===== src/rtl/fetch_unit.sv =====
// fetch_unit: instruction fetch stage feeding the main control decoder.
// Owns the PC, issues one outstanding imem request at a time, holds the
// fetched word for the decoder and squashes stale fetches on redirect.
// Optional build macro: FETCH_MISALIGN_EN (adds fetch_misaligned output and
// halts fetch on a misaligned redirect target).
module fetch_unit #(
  parameter logic [31:0] RESET_PC = 32'h0000_0000,
  parameter int unsigned XLEN     = 32
) (
  input  logic            clk,
  input  logic            rst_n,
  output logic            imem_req_valid,
  output logic [XLEN-1:0] imem_req_addr,
  input  logic            imem_req_ready,
  input  logic            imem_rsp_valid,
  input  logic [XLEN-1:0] imem_rsp_data,
  input  logic            branch_taken,
  input  logic [XLEN-1:0] branch_target,
  input  logic            stall,
  output logic            inst_valid,
  output logic [XLEN-1:0] inst,
  output logic [XLEN-1:0] inst_pc,
  output logic [6:0]      opcode,
`ifdef FETCH_MISALIGN_EN
  output logic            fetch_misaligned,
`endif
  output logic [XLEN-1:0] pc_plus4
);

  typedef enum logic [1:0] {
    S_REQ  = 2'd0,
    S_WAIT = 2'd1,
    S_FULL = 2'd2,
    S_HALT = 2'd3
  } state_e;

  state_e          state_q, state_d;
  logic [XLEN-1:0] pc_q, pc_d;
  logic [XLEN-1:0] req_addr_q, req_addr_d;
  logic            kill_q, kill_d;
  logic [XLEN-1:0] inst_q, inst_d;
  logic [XLEN-1:0] inst_pc_q, inst_pc_d;
  logic            mis_q, mis_d;
  logic [XLEN-1:0] tgt;

`ifdef FETCH_MISALIGN_EN
  // Misaligned targets halt fetch, so the raw target is used as-is.
  assign tgt = branch_target;
`else
  assign tgt = {branch_target[XLEN-1:2], 2'b00};
`endif

  // State and datapath registers.
  always_ff @(posedge clk or negedge rst_n) begin
    if (!rst_n) begin
      state_q    <= S_REQ;
      pc_q       <= RESET_PC;
      req_addr_q <= RESET_PC;
      kill_q     <= 1'b0;
      inst_q     <= '0;
      inst_pc_q  <= '0;
      mis_q      <= 1'b0;
    end else begin
      state_q    <= state_d;
      pc_q       <= pc_d;
      req_addr_q <= req_addr_d;
      kill_q     <= kill_d;
      inst_q     <= inst_d;
      inst_pc_q  <= inst_pc_d;
      mis_q      <= mis_d;
    end
  end

  // Next-state, PC update and redirect/squash handling.
  always_comb begin
    state_d    = state_q;
    pc_d       = pc_q;
    req_addr_d = req_addr_q;
    kill_d     = kill_q;
    inst_d     = inst_q;
    inst_pc_d  = inst_pc_q;
    mis_d      = mis_q;
    unique case (state_q)
      S_REQ: begin
        // Address stays on the bus until accepted; a redirect only retargets pc
        // and marks the in-flight fetch for squashing.
        if (imem_req_ready) state_d = S_WAIT;
        if (branch_taken) begin
          pc_d   = tgt;
          kill_d = 1'b1;
        end
      end
      S_WAIT: begin
        if (imem_rsp_valid) begin
          if (kill_q || branch_taken) begin
            kill_d     = 1'b0;
            state_d    = S_REQ;
            pc_d       = branch_taken ? tgt : pc_q;
            req_addr_d = branch_taken ? tgt : pc_q;
          end else begin
            inst_d     = imem_rsp_data;
            inst_pc_d  = pc_q;
            pc_d       = pc_q + 32'd4;
            state_d    = S_FULL;
          end
        end else if (branch_taken) begin
          kill_d = 1'b1;
          pc_d   = tgt;
        end
      end
      S_FULL: begin
        if (branch_taken) begin
          pc_d       = tgt;
          req_addr_d = tgt;
          state_d    = S_REQ;
        end else if (!stall) begin
          req_addr_d = pc_q;
          state_d    = S_REQ;
        end
      end
      default: state_d = S_HALT;
    endcase
`ifdef FETCH_MISALIGN_EN
    if (branch_taken && (branch_target[1:0] != 2'b00)) begin
      mis_d   = 1'b1;
      state_d = S_HALT;
    end
`endif
  end

  assign imem_req_valid = rst_n && (state_q == S_REQ);
  assign imem_req_addr  = req_addr_q;
  assign inst_valid     = (state_q == S_FULL);
  assign inst           = inst_q;
  assign inst_pc        = inst_pc_q;
  assign opcode         = inst_q[6:0];
  assign pc_plus4       = inst_pc_q + 32'd4;
`ifdef FETCH_MISALIGN_EN
  assign fetch_misaligned = mis_q;
`else
  logic unused_mis;
  assign unused_mis = mis_q;
`endif

endmodule

===== config.mk =====
export PLATFORM = sky130hd
export DESIGN_NAME = fetch_unit
export DESIGN_NICKNAME = d
export VERILOG_FILES = /design/src/rtl/fetch_unit.sv
export SDC_FILE = /design/constraint.sdc
export NUM_CORES = 1
export LEC_CHECK = 0
export CORE_ASPECT_RATIO = 1.75
export CORE_MARGIN = 2
export CORE_UTILIZATION = 45
export DETAILED_ROUTE_END_ITERATION = 7
export PLACE_DENSITY = 0.78
export SLEW_MARGIN = 20
export SYNTH_ARGS = -nofsm -noshare
export SYNTH_HDL_FRONTEND = slang
export SYNTH_SLANG_ARGS = --single-unit

===== constraint.sdc =====
create_clock -name clk -period 2.5 [get_ports clk]
set_clock_uncertainty 0.15 [all_clocks]
set_input_delay 0.375 -clock clk [delete_from_list [all_inputs] [get_ports clk]]
set_output_delay 0.375 -clock clk [all_outputs]
set_load 0.1 [all_outputs]

; After elaboration in Yosys (flattened, before gate mapping)
; Index checks and enable logic that the tools add are counted.
[totals]
n_memories = 0
latchBits = 0
output_inout_bits = 137
mem_bits_ro = 0
ramBits = 0
elab_cells = 46
register_bits = 131
[classes]
mux = 19
n_addsub = 2
n_shift = 0
n_mul = 0
n_lt_le_gt_ge = 0
bitwise = 1
reduce_logical = 11
n_eq_ne = 7
div = 0
[ops]
columns = operator, count
row1 = 32-bit two-way mux, 7
row2 = 32-bit case mux with 2 select lines, 2
row3 = 32-bit by 3-bit adder with 32-bit output (second input constant), 2
row4 = 2-bit two-way mux, 5
row5 = 2-bit != test (second input constant), 3
row6 = 3-bit != test (second input constant), 2
row7 = 2-bit case mux with 3 select lines, 1
row8 = 3-bit AND reduction, 2
row9 = 2-bit nonzero test, 3
row10 = 4-bit AND reduction, 1
row11 = 1-bit two-way mux, 3
row12 = 2-bit by 1-bit == test with 1-bit output (second input constant), 1
row13 = 2-bit == test (second input constant), 1
row14 = 2-bit zero test, 1
row15 = 1-bit case mux with 2 select lines, 1
row16 = 2-bit AND reduction, 1
row17 = 2-bit OR reduction, 1
row18 = 1-bit logical AND, 1
row19 = 1-bit logical OR, 1
row20 = 1-bit inverter, 1

; Depth between registers and ports, before layout
[logic_depth]
depth_word = 4
mapped_depth = 9

; Worst setup path before layout
; OpenSTA, ideal clock, no wires.
[synth_timing]
path_type = register to output
startpoint = register inst_pc_q[3] (netlist: inst_pc[3])
endpoint = output port pc_plus4[28]
setup_slack_ns = -1.883
t_arrival_ns = 3.858
t_required_ns = 1.975
path_stages_with_launch = 8
path_buffers = 1
path_cell_list = dfrtp_1 -> ha_1 -> and4_1 -> and3_1 -> nor2b_1 -> clkbuf_1 -> nand4_1 -> xnor2_1
[synth_via]
elab_chain_cells = 1
[synth_lines]
columns = element, line
row1 = start: declaration, 42  ; logic [XLEN-1:0] inst_pc_q, inst_pc_d;
row2 = start signal: assignment, 69  ; inst_pc_q <= inst_pc_d;
row3 = 32-bit by 3-bit adder with 32-bit output, 137  ; assign pc_plus4 = inst_pc_q + 32'd4;
row4 = end: declaration, 27  ; output logic [XLEN-1:0] pc_plus4
; Every way passes these cells.

; Final worst setup path
[layout_timing]
startpoint = register inst_pc_q[8] (netlist: inst_pc[8])
endpoint = output port pc_plus4[25]
; The elaborated chain is that of the path after synthesis.

==> results.sh <==
export IMPL_outcome="complete, but fails checks"
export IMPL_violations="negative hold slack, negative setup slack"
export IMPL_drive_above_1_share=0.4269
export IMPL_cts_reportedPaths_clkPinSlew_ns=0.06
export IMPL_crit_type="reg -> out"
export IMPL_die_area_um2=15780
export IMPL_place_hpwl_mm=15.01
export IMPL_clk_path_buf_depth=2
export IMPL_start_util=0.4619
export IMPL_ant_nets=0
export IMPL_hold_class="in -> async"
export IMPL_hold_viol_final=8
export IMPL_gp_congestion=0.8386
export IMPL_die_x_um=95.81
export IMPL_critPathArrivalTime_ns=2.40
export IMPL_grt_max_degree=73
export IMPL_setup_tns_ns=-5.612
export IMPL_avgSynthCellArea_um2=10.55
export IMPL_cts_buffers=17
export IMPL_cts_root_buf="clkbuf_16"
export IMPL_syn_num_nets=706
export IMPL_cap_violations=0
export IMPL_antenna_cells=0
export IMPL_critPathTopFamily="simple AND/OR/NAND/NOR gates"
export IMPL_dp_cells=1010
export IMPL_r2r_setup_slack_ns=0.22
export IMPL_cts_tree="built"
export IMPL_rr_startpoint="pc_q[10]$_DFFE_PN0P_"
export IMPL_syn_area_um2=6638
export IMPL_finalMaxSlewViolations=0
export IMPL_core_um2=14370
export IMPL_rows=58
export IMPL_pre_cts_ws_ns=-0.07368
export IMPL_timing_hold_ws_ns=-0.02823
export IMPL_synth_largest_area_cell="dfrtp_1"
export IMPL_h_tree_depth=4
export IMPL_routed_via_density=5.716
export IMPL_wl_per_cell_um=19.23
export IMPL_final_nets=933
export IMPL_synth_flop_cell="dfrtp_1"
export IMPL_slowest_stage="or4b_4"
export IMPL_grt_pass1_wl_mm=32.13
export IMPL_port_buffers=204
export IMPL_reg2reg_depth=5
export IMPL_grt_ovfl_total=0
export IMPL_drcViolationCount=0
export IMPL_yosysWarnings=0
export IMPL_chipHeight_um=164.7
export IMPL_final_cells=1049
export IMPL_final_setup_worst_slack_ns=-0.4236
export IMPL_synth_cells=629
export IMPL_cp_end_kind="output pin"
export IMPL_path_buf_inv=1
export IMPL_yosysUniqueCellTypes=53
export IMPL_slew_headroom=0.3959
export IMPL_fin_crit_sh=1.169
export IMPL_crit_chain="and4_1 -> or4b_4 -> nor2_4 -> nand4_1 -> xnor2_4 -> buf_12"
export IMPL_fmax_ghz=0.3420
export IMPL_async_flop_share=1.000
export IMPL_required_ns=1.98
export IMPL_grt_pass1_vias=6376
export IMPL_drtIter0Drc=356
export IMPL_ys_seq_area_frac=0.4939
export IMPL_synthTopCellsByArea="dfrtp_1, mux2_2, mux2i_1, a21oi_1, nor2_1"
export IMPL_finalSetupViolations=18
export IMPL_max_stage_delay_ns=0.51
export IMPL_tightest_slew_ns=0.9061
export IMPL_finalCriticalPeriod_ns=2.924
export IMPL_start_kind="register"
export IMPL_cts_num_sinks=131
export IMPL_rsz0062_at_grt="true"
export IMPL_synth_seq_cells=131
export IMPL_r2r_end="pc_q[26]$_DFFE_PN0P_"
export IMPL_worstPathMaxFanout=6
export IMPL_antenna_found_initial=1
export IMPL_grt_usage=0.2667
export IMPL_yosys_area_top_type_share=0.4939
export IMPL_routed_wl_mm=20.17
export IMPL_syn2layout_area_growth_pct=56.61
export IMPL_synth_edf_count=0
export IMPL_num_io_pins=207
export IMPL_detail_route_first_pass_iterations=5
export IMPL_worstSkewPairLatency_ns=0.42
export IMPL_via_count=5996
worst max-delay path by stage:
| stage | from | endpoint | slack, ns | cells past startpoint |
|---|---|---|---|---|
| 5_1_grt | inst_pc[8]$_DFFE_PN0P_ | pc_plus4[25] | -0.51 | 6 |
| 3_5_place_dp | inst_pc[8]$_DFFE_PN0P_ | pc_plus4[25] | -0.07 | 6 |
| 4_1_cts | inst_pc[8]$_DFFE_PN0P_ | pc_plus4[25] | -0.42 | 6 |
| 2_1_floorplan | inst_pc[3]$_DFFE_PN0P_ | pc_plus4[28] | -0.53 | 7 |
| 6_report | inst_pc[8]$_DFFE_PN0P_ | pc_plus4[25] | -0.42 | 6 |
| 3_3_place_gp | inst_pc[8]$_DFFE_PN0P_ | pc_plus4[25] | -0.05 | 6 |
worst register-to-register path: stages, from the launching register on:
cell and delay (ns):
dfrtp_1 0.48, nand3_1 0.20, or3_1 0.59, nor4_2 0.43, mux2i_1 0.23, a21oi_1 0.08
registers in the layout, indices dropped and copies added, names as in the netlist:
register,cells
imem_req_addr,32
inst,32
inst_pc,32
kill_q,1
pc_q,32
state_q,2
through the flow:
step | hold WS (ns) | utilization | area (um^2)
3_5_place_dp | 0.3473 | 0.6666 | 9578
5_1_grt | 0.03170 | 0.7234 | 10400
4_1_cts | 0.008903 | 0.7224 | 10380
2_1_floorplan | -0.07059 | - | 7173
6_report | -0.02823 | 0.7234 | 10400
3_3_place_gp | 0.3449 | 0.6666 | 9578
what timing repair did:
| item | CTS | global route |
|---|---|---|
| buffers inserted | 8 | 3 |
| setup endpoints to repair | 20 | 20 |
| pin swaps | 19 | 9 |
| gates resized for setup | 28 | 4 |
| hold buffers | 0 | 0 |
cell usage after synthesis (all sizes together), types with 2 or more instances:
master	number
and4	6
a31o	2
nor4	5
nor3	7
inv	17
o22ai	11
ha	7
mux2i	37
o22a	4
nor2b	4
a21oi	56
clkbuf	17
dfrtp	131
a22oi	7
mux2	61
nand4	12
a32oi	5
nand3	34
a31oi	4
nand2	35
nor2	56
o221a	2
a41oi	2
xnor2	22
o21ai	22
a2bb2oi	2
a211oi	4
and3	9
buf	31
xor2	6
metal layers:
layer / vias up / global-route usage / wire [um]
met5: - / 0 / 13
met4: 2 / 0.1260 / 831
met3: 68 / 0.06432 / 1241
met2: 288 / 0.4857 / 11130
met1: 2926 / 0.2813 / 6956
li1: 2712 / - / -
cell families (layout without fill, tap and decap cells):
family | after synthesis | count (layout) | share of synthesized area
buffers and inverters | 65 | 305 | 0.04656
AOI/OAI and AO/OA | 126 | 126 | 0.1152
adders and majority gates | 7 | 7 | 0.01319
xor gates and xnor gates | 28 | 28 | 0.03695
and+or+nand+nor | 174 | 174 | 0.1350
DFF | 131 | 131 | 0.4939
muxes | 98 | 98 | 0.1593
final cells by class:
class                   instances  area [um^2]
clock buffers                  19        442.9
clock inverters                13        172.7
fillers                      1021         3974
inverters                      17        63.81
multi-input cells             433         3642
flip-flops and latches        131         3336
well taps                     180        225.2
repair buffers                256         2512
cell usage in the layout, fill, tap and decap left out, types with 12 or more instances in the layout:
master	n
buf_4	150
dfrtp_1	107
clkdlybuf4s50_1	65
mux2_2	61
a21oi_1	56
nor2_1	52
mux2i_1	37
buf_12	32
nand2_1	30
nand3_1	25
o21ai_0	19
clkbuf_16	17
inv_1	16
xnor2_4	16
dfrtp_2	13
nand4_1	12
Power is not shown: default switching activity piles up to over one toggle a cycle in this logic, so the estimate is an artifact.
